===== src/rtl/cdc_fifo_wptr_full_level.sv =====
// -----------------------------------------------------------------------------
// cdc_fifo_wptr_full_level
//
// Write-domain pointer and status block of a dual-clock gray-pointer FIFO.
// It is the counterpart of the read-pointer / empty block on the other side
// of the FIFO memory.
//
// Responsibilities:
//   * Bring the read domain's gray read pointer into w_clk through a plain
//     two-flop synchronizer.
//   * Advance the binary write pointer (memory address) and the gray write
//     pointer (handed to the read domain) on every accepted write.
//   * Produce registered full, fill-level and almost-full status, plus a
//     sticky overflow flag for writes attempted while full.
//
// All status is computed from the synchronized read pointer, which can only
// lag the real one. A stale read pointer therefore over-reports the level or
// holds full longer; it never reports free space that does not exist.
//
// Ports:
//   w_clk           in   1              write-domain clock
//   w_rst           in   1              synchronous, active-high reset
//   w_inc           in   1              write request (accepted when !w_full)
//   w_rptr          in   ADDR_SIZE+1    gray read pointer, asynchronous to w_clk
//   w_overflow_clr  in   1              clears w_overflow
//   w_full          out  1              FIFO full (registered)
//   w_ptr           out  ADDR_SIZE+1    gray write pointer (registered)
//   w_addr          out  ADDR_SIZE      binary memory write address
//   w_q2_rptr       out  ADDR_SIZE+1    read pointer after the synchronizer
//   w_level         out  ADDR_SIZE+1    entries as seen by the writer, 0..2**ADDR_SIZE
//   w_almost_full   out  1              registered, w_level >= ALMOST_FULL_THRESH
//   w_overflow      out  1              sticky: write attempted while full
//
// Parameters:
//   ADDR_SIZE           FIFO address width, depth = 2**ADDR_SIZE, must be >= 2
//   ALMOST_FULL_THRESH  almost-full threshold, legal range 1..2**ADDR_SIZE
// -----------------------------------------------------------------------------
module cdc_fifo_wptr_full_level #(
  parameter int ADDR_SIZE          = 4,
  parameter int ALMOST_FULL_THRESH = 2**ADDR_SIZE - 2
) (
  input  logic                 w_clk,
  input  logic                 w_rst,
  input  logic                 w_inc,
  input  logic [ADDR_SIZE:0]   w_rptr,
  input  logic                 w_overflow_clr,
  output logic                 w_full,
  output logic [ADDR_SIZE:0]   w_ptr,
  output logic [ADDR_SIZE-1:0] w_addr,
  output logic [ADDR_SIZE:0]   w_q2_rptr,
  output logic [ADDR_SIZE:0]   w_level,
  output logic                 w_almost_full,
  output logic                 w_overflow
);

  // Pointers carry one extra wrap bit so that full (same address, opposite
  // pass) can be told apart from empty (same address, same pass).
  localparam int PW = ADDR_SIZE + 1;

  // Threshold resized to the level width; 2**ADDR_SIZE still fits in PW bits.
  localparam logic [PW-1:0] THRESH = PW'(ALMOST_FULL_THRESH);

  // ---------------------------------------------------------------------------
  // Read-pointer synchronizer
  // ---------------------------------------------------------------------------
  // Nothing may sit between these two flops: the first one is allowed to go
  // metastable and the second one gives it a full cycle to resolve. The read
  // pointer is gray coded, so at most one bit is in flight at any sampling
  // instant and the captured value is either the old or the new pointer.
  logic [PW-1:0] w_q1;

  always_ff @(posedge w_clk) begin
    if (w_rst) begin
      w_q1      <= '0;
      w_q2_rptr <= '0;
    end else begin
      // NOTE: sequential state is assigned with <= so every flop samples the
      // pre-edge value of its source; with = the second stage would copy
      // w_rptr straight through and the synchronizer would collapse.
      w_q1      <= w_rptr;
      w_q2_rptr <= w_q1;
    end
  end

  // ---------------------------------------------------------------------------
  // Write pointer next-state
  // ---------------------------------------------------------------------------
  logic [PW-1:0] w_bin;
  logic          w_accept;
  logic [PW-1:0] w_bin_next;
  logic [PW-1:0] w_gray_next;

  // A rejected write (w_inc while full) leaves both pointers untouched.
  assign w_accept    = w_inc & ~w_full;
  assign w_bin_next  = w_bin + {{ADDR_SIZE{1'b0}}, w_accept};
  assign w_gray_next = (w_bin_next >> 1) ^ w_bin_next;

  // The memory is addressed with the binary pointer minus its wrap bit.
  assign w_addr = w_bin[ADDR_SIZE-1:0];

  // ---------------------------------------------------------------------------
  // Status next-state
  // ---------------------------------------------------------------------------
  logic [PW-1:0] rbin_sync;
  logic [PW-1:0] level_next;
  logic          full_val;
  logic          almost_full_val;

  // Gray to binary: binary bit i is the XOR of all gray bits from i up to
  // the MSB.
  always_comb begin
    // NOTE: every variable written in always_comb receives a default first so
    // no path leaves it unassigned; an unassigned path would infer a latch.
    rbin_sync = '0;
    for (int i = 0; i < PW; i++) begin
      rbin_sync[i] = ^(w_q2_rptr >> i);
    end
  end

  // Full: the next write pointer has lapped the synchronized read pointer by
  // exactly one pass. In gray code that means the two top bits differ and
  // all lower bits match. Using the next pointer makes full assert on the
  // same edge that consumes the last free slot.
  assign full_val = (w_gray_next ==
                     {~w_q2_rptr[ADDR_SIZE:ADDR_SIZE-1], w_q2_rptr[ADDR_SIZE-2:0]});

  // Modulo-2**PW subtraction stays correct across the pointer wrap because
  // the two pointers can never be more than 2**ADDR_SIZE apart.
  assign level_next      = w_bin_next - rbin_sync;
  assign almost_full_val = (level_next >= THRESH);

  // ---------------------------------------------------------------------------
  // Pointer and status registers
  // ---------------------------------------------------------------------------
  always_ff @(posedge w_clk) begin
    if (w_rst) begin
      w_bin         <= '0;
      w_ptr         <= '0;
      w_full        <= 1'b0;
      w_level       <= '0;
      w_almost_full <= 1'b0;
    end else begin
      w_bin         <= w_bin_next;
      w_ptr         <= w_gray_next;
      w_full        <= full_val;
      w_level       <= level_next;
      w_almost_full <= almost_full_val;
    end
  end

  // Sticky overflow. The set term is tested first so a rejected write that
  // coincides with a clear request is still recorded.
  always_ff @(posedge w_clk) begin
    if (w_rst) begin
      w_overflow <= 1'b0;
    end else if (w_inc && w_full) begin
      w_overflow <= 1'b1;
    end else if (w_overflow_clr) begin
      w_overflow <= 1'b0;
    end
  end

endmodule


===== config.mk =====
export PLATFORM = sky130hd
export DESIGN_NAME = cdc_fifo_wptr_full_level
export DESIGN_NICKNAME = d
export VERILOG_FILES = /design/src/rtl/cdc_fifo_wptr_full_level.sv
export SDC_FILE = /design/constraint.sdc
export NUM_CORES = 1
export LEC_CHECK = 0
export ABC_CLOCK_PERIOD_IN_PS = 3700
export CORE_MARGIN = 1.5
export CORE_UTILIZATION = 46
export CTS_CLUSTER_SIZE = 16
export DETAILED_ROUTE_END_ITERATION = 12
export PLACE_DENSITY_LB_ADDON = 0.05
export SYNTH_ARGS = -nofsm -noshare
export SYNTH_HDL_FRONTEND = slang
export SYNTH_SLANG_ARGS = --single-unit

===== constraint.sdc =====
create_clock -name w_clk -period 3.7 [get_ports w_clk]
set_input_delay 1.11 -clock w_clk [delete_from_list [all_inputs] [get_ports w_clk]]
set_output_delay 1.11 -clock w_clk [all_outputs]
set_load 0.005 [all_outputs]

==> results.ini, run 1 <==
[run_status]
status = finished clean

[power]
p_per_area_nw_per_um2 = 404
vdd_drop_max_mv = 0.284
leakage_nw = 0.623

[detailed_routing]
first_pass_iters = 4
dr_total_vias = 856
drc = 0
postRouteAntennaNets = 0
wl_um = 2130
vias_per_cell = 4.92
wl_per_cell_um = 12.3
first_iter_violations = 7

[place]
post_dp_cell_area_um2 = 1500
portBuffers = 30
dp_hpwl_um = 1680
gp_congestion = 0.827

[sta]
min_period_ns = 3.49
setup_viol = 0
fin_skew_ns = 0.00207
finalCritPeriodShare_pct = 94.2
clock.fmax_mhz = 287
holdWs_ns = 0.455
slew_headroom_pct = 66.3
rsz0062_at_grt = false
hold_violations = 0
slew_viol_final = 0
tightestPinTransition_ns = 0.504

[finish]
n_fill_cell = 199
final_layout_size_suffix_gt1_share_pct = 8.90
area_delta_synth_final_pct = 36.0
fin_nets = 162
multi_input_area_um2 = 558
fin_util_pct = 67.9
diodes = 0
final_area_um2 = 1530
seq_area_um2 = 541

[floorplanning]
io-pin-count = 31
fp.dieArea_um2 = 2750
rows = 17
die_y_um = 52.5
core_region_area_um2 = 2250
start_util_pct = 49.9
die_w_um = 52.5

[worst_hold_path]
hp-class = reg2reg

[critical_path]
r2r_end = w_almost_full
cp_max_fo = 5
crit_required_ns = 3.96
crit_arrival_ns = 3.75
crit_type = in2reg
cp-startpoint = w_inc
r2r-start = w_q2_rptr[4]
crit_end = w_almost_full
worstRegToRegCells = 11
reg2reg_slack_ns = 0.60
startpoint_type = input port
end_kind = flop

[yosys]
async_reset_ff_share_pct = 0
synth_nets = 123
synth_edf_count = 0
yosysTopAreaCellShare_pct = 48.0
ys_warn_count = 0
synthCells = 108
synthFlopType = dfxtp_1
synth_top_cell_by_area = dfxtp_1
synth-seq-area-share_pct = 48.0
ys_types = 26
synth_area_um2 = 1130
ys_seq_elements = 27
avgSynthCellArea_um2 = 10.4
synth_area_leaders = dfxtp_1 (48%), nor2b_1 (7.8%), xnor2_1 (6.2%), ha_1 (5.6%), xor2_1 (4.7%)

[grt]
grt_start_max_net_pins = 20
grt_pass1_wl_um = 3620
antenna_found_initial = 0
grt_pass1_vias = 813
grt.overflow.total = 0
track_usage_pct = 18.5

[clock_tree]
cts.htree.levels = 1
clock-sinks = 27
clock_latency_ns = 0.32
cts.clk_slew.worst_paths_ns = 0.14
cts_buffer_depth = 2
cts_root_buf = clkbuf_4
cts_tree = built
numCtsBuffers = 3

[flow_run]
maxCapViolations = 0

==> worst min-delay path by stage <==
stage / startpoint / to / slack (ns) / cells past startpoint
6_report: w_q1[4] / w_q2_rptr[4] / 0.46 / 1
5_1_grt: w_q1[4] / w_q2_rptr[4] / 0.46 / 1
4_1_cts: w_q1[4] / w_q2_rptr[4] / 0.46 / 1
3_5_place_dp: w_q1[4] / w_q2_rptr[4] / 0.43 / 1
3_3_place_gp: w_q1[0] / w_q2_rptr[0] / 0.42 / 1
2_1_floorplan: w_q1[0] / w_q2_rptr[0] / 0.41 / 1
==> cells in the mapped netlist, types with 2 or more instances <==
master	number
a21oi_1	2
clkbuf_1	3
dfxtp_1	27
ha_1	5
inv_1	5
nand2_1	2
nand3_1	4
nor2_1	11
nor2b_1	14
nor3_1	2
o211ai_1	2
o21ai_0	3
o311a_1	2
or3_1	2
xnor2_1	8
xor2_1	6
==> routing by layer <==
layer  global-route usage [%]  vias up  routed length, um  part of all wire (%)
met3                     2.57        7                 90                   4.2
met1                     22.4      390                889                    42
li1                         -      435                  -                     -
met2                     31.0       24               1090                    51
met4                     10.7        0                 69                   3.2
met5                        0        -                  0                     0
==> cell type report <==
cell class | instances | share of cell area, %
Multi-Input combinational cell | 73 | 36.4
Sequential cell | 27 | 35.3
Timing Repair Buffer | 37 | 23.0
Tap cell | 28 | 2.29
Clock buffer | 4 | 1.72
Inverter | 5 | 1.23
==> cells by family after synthesis <==
group | share of synthesized area, %
flip-flops | 48.0
buffers and inverters | 2.67
AND/OR/NAND/NOR | 18.6
AO/OA/AOI/OAI | 8.11
adder cells (fa/ha/maj) | 7.33
XOR/XNOR | 15.3
==> timing repair <==
action                                  4_1_cts  5_1_grt
endpoints found under the setup margin        0        2
buffers inserted                              0        0
hold buffers                                  0        0
resized for setup                             0        1
==> metrics by stage <==
step	total power [mW]	TNS, ns	setup WS, ns	std cells
detailed placement	0.498	-0.365	-0.198	170
floorplan	0.414	0	0.245	108
global route	0.651	0	0.0461	174
global placement	0.493	-0.223	-0.126	170
CTS	0.623	0	0.152	174
finish	0.618	0	0.213	174
==> where the power goes <==
group | total [mW] | switching (mW) | internal, mW
sequential | 0.326 | 0.00994 | 0.316
clock | 0.126 | 0.0838 | 0.0423
combinational | 0.166 | 0.0662 | 0.0998
==> registers in the layout (all words and copies together), names as in the netlist <==
signal / count
w_level: 5
w_ptr: 5
w_q1: 5
w_q2_rptr: 5
w_bin: 4
w_almost_full: 1
w_full: 1
w_overflow: 1
==> critical path, stage by stage <==
cell and delay (ns):
clkdlybuf4s50_1 0.42, nor2b_1 0.14, ha_1 0.19, ha_1 0.26, xor2_4 0.21, ha_1 0.31, nor2b_2 0.18, o311a_1 0.30
or4b_1 0.53, o211ai_1 0.10
==> layout by cell type (no fill, tap or decap), drive strengths merged, types with 3 or more instances in the layout <==
cell type / n
buf: 7
clkbuf: 4
clkdlybuf4s50: 30
dfxtp: 27
ha: 5
inv: 5
nand3: 4
nor2: 11
nor2b: 14
o21ai: 3
xnor2: 8
xor2: 7
Power figures use the tool's default switching activity.
==> inputs of run 2 (changes only) <==
--- a/config.mk
+++ b/config.mk
@@ -5,7 +5,7 @@
 export SDC_FILE = /design/constraint.sdc
 export NUM_CORES = 1
 export LEC_CHECK = 0
-export ABC_CLOCK_PERIOD_IN_PS = 3700
+export CAP_MARGIN = 20
 export CORE_MARGIN = 1.5
 export CORE_UTILIZATION = 46
 export CTS_CLUSTER_SIZE = 16
==> results of run 2 <==
The final DEF is identical to that of run 1; final timing and power are the same.
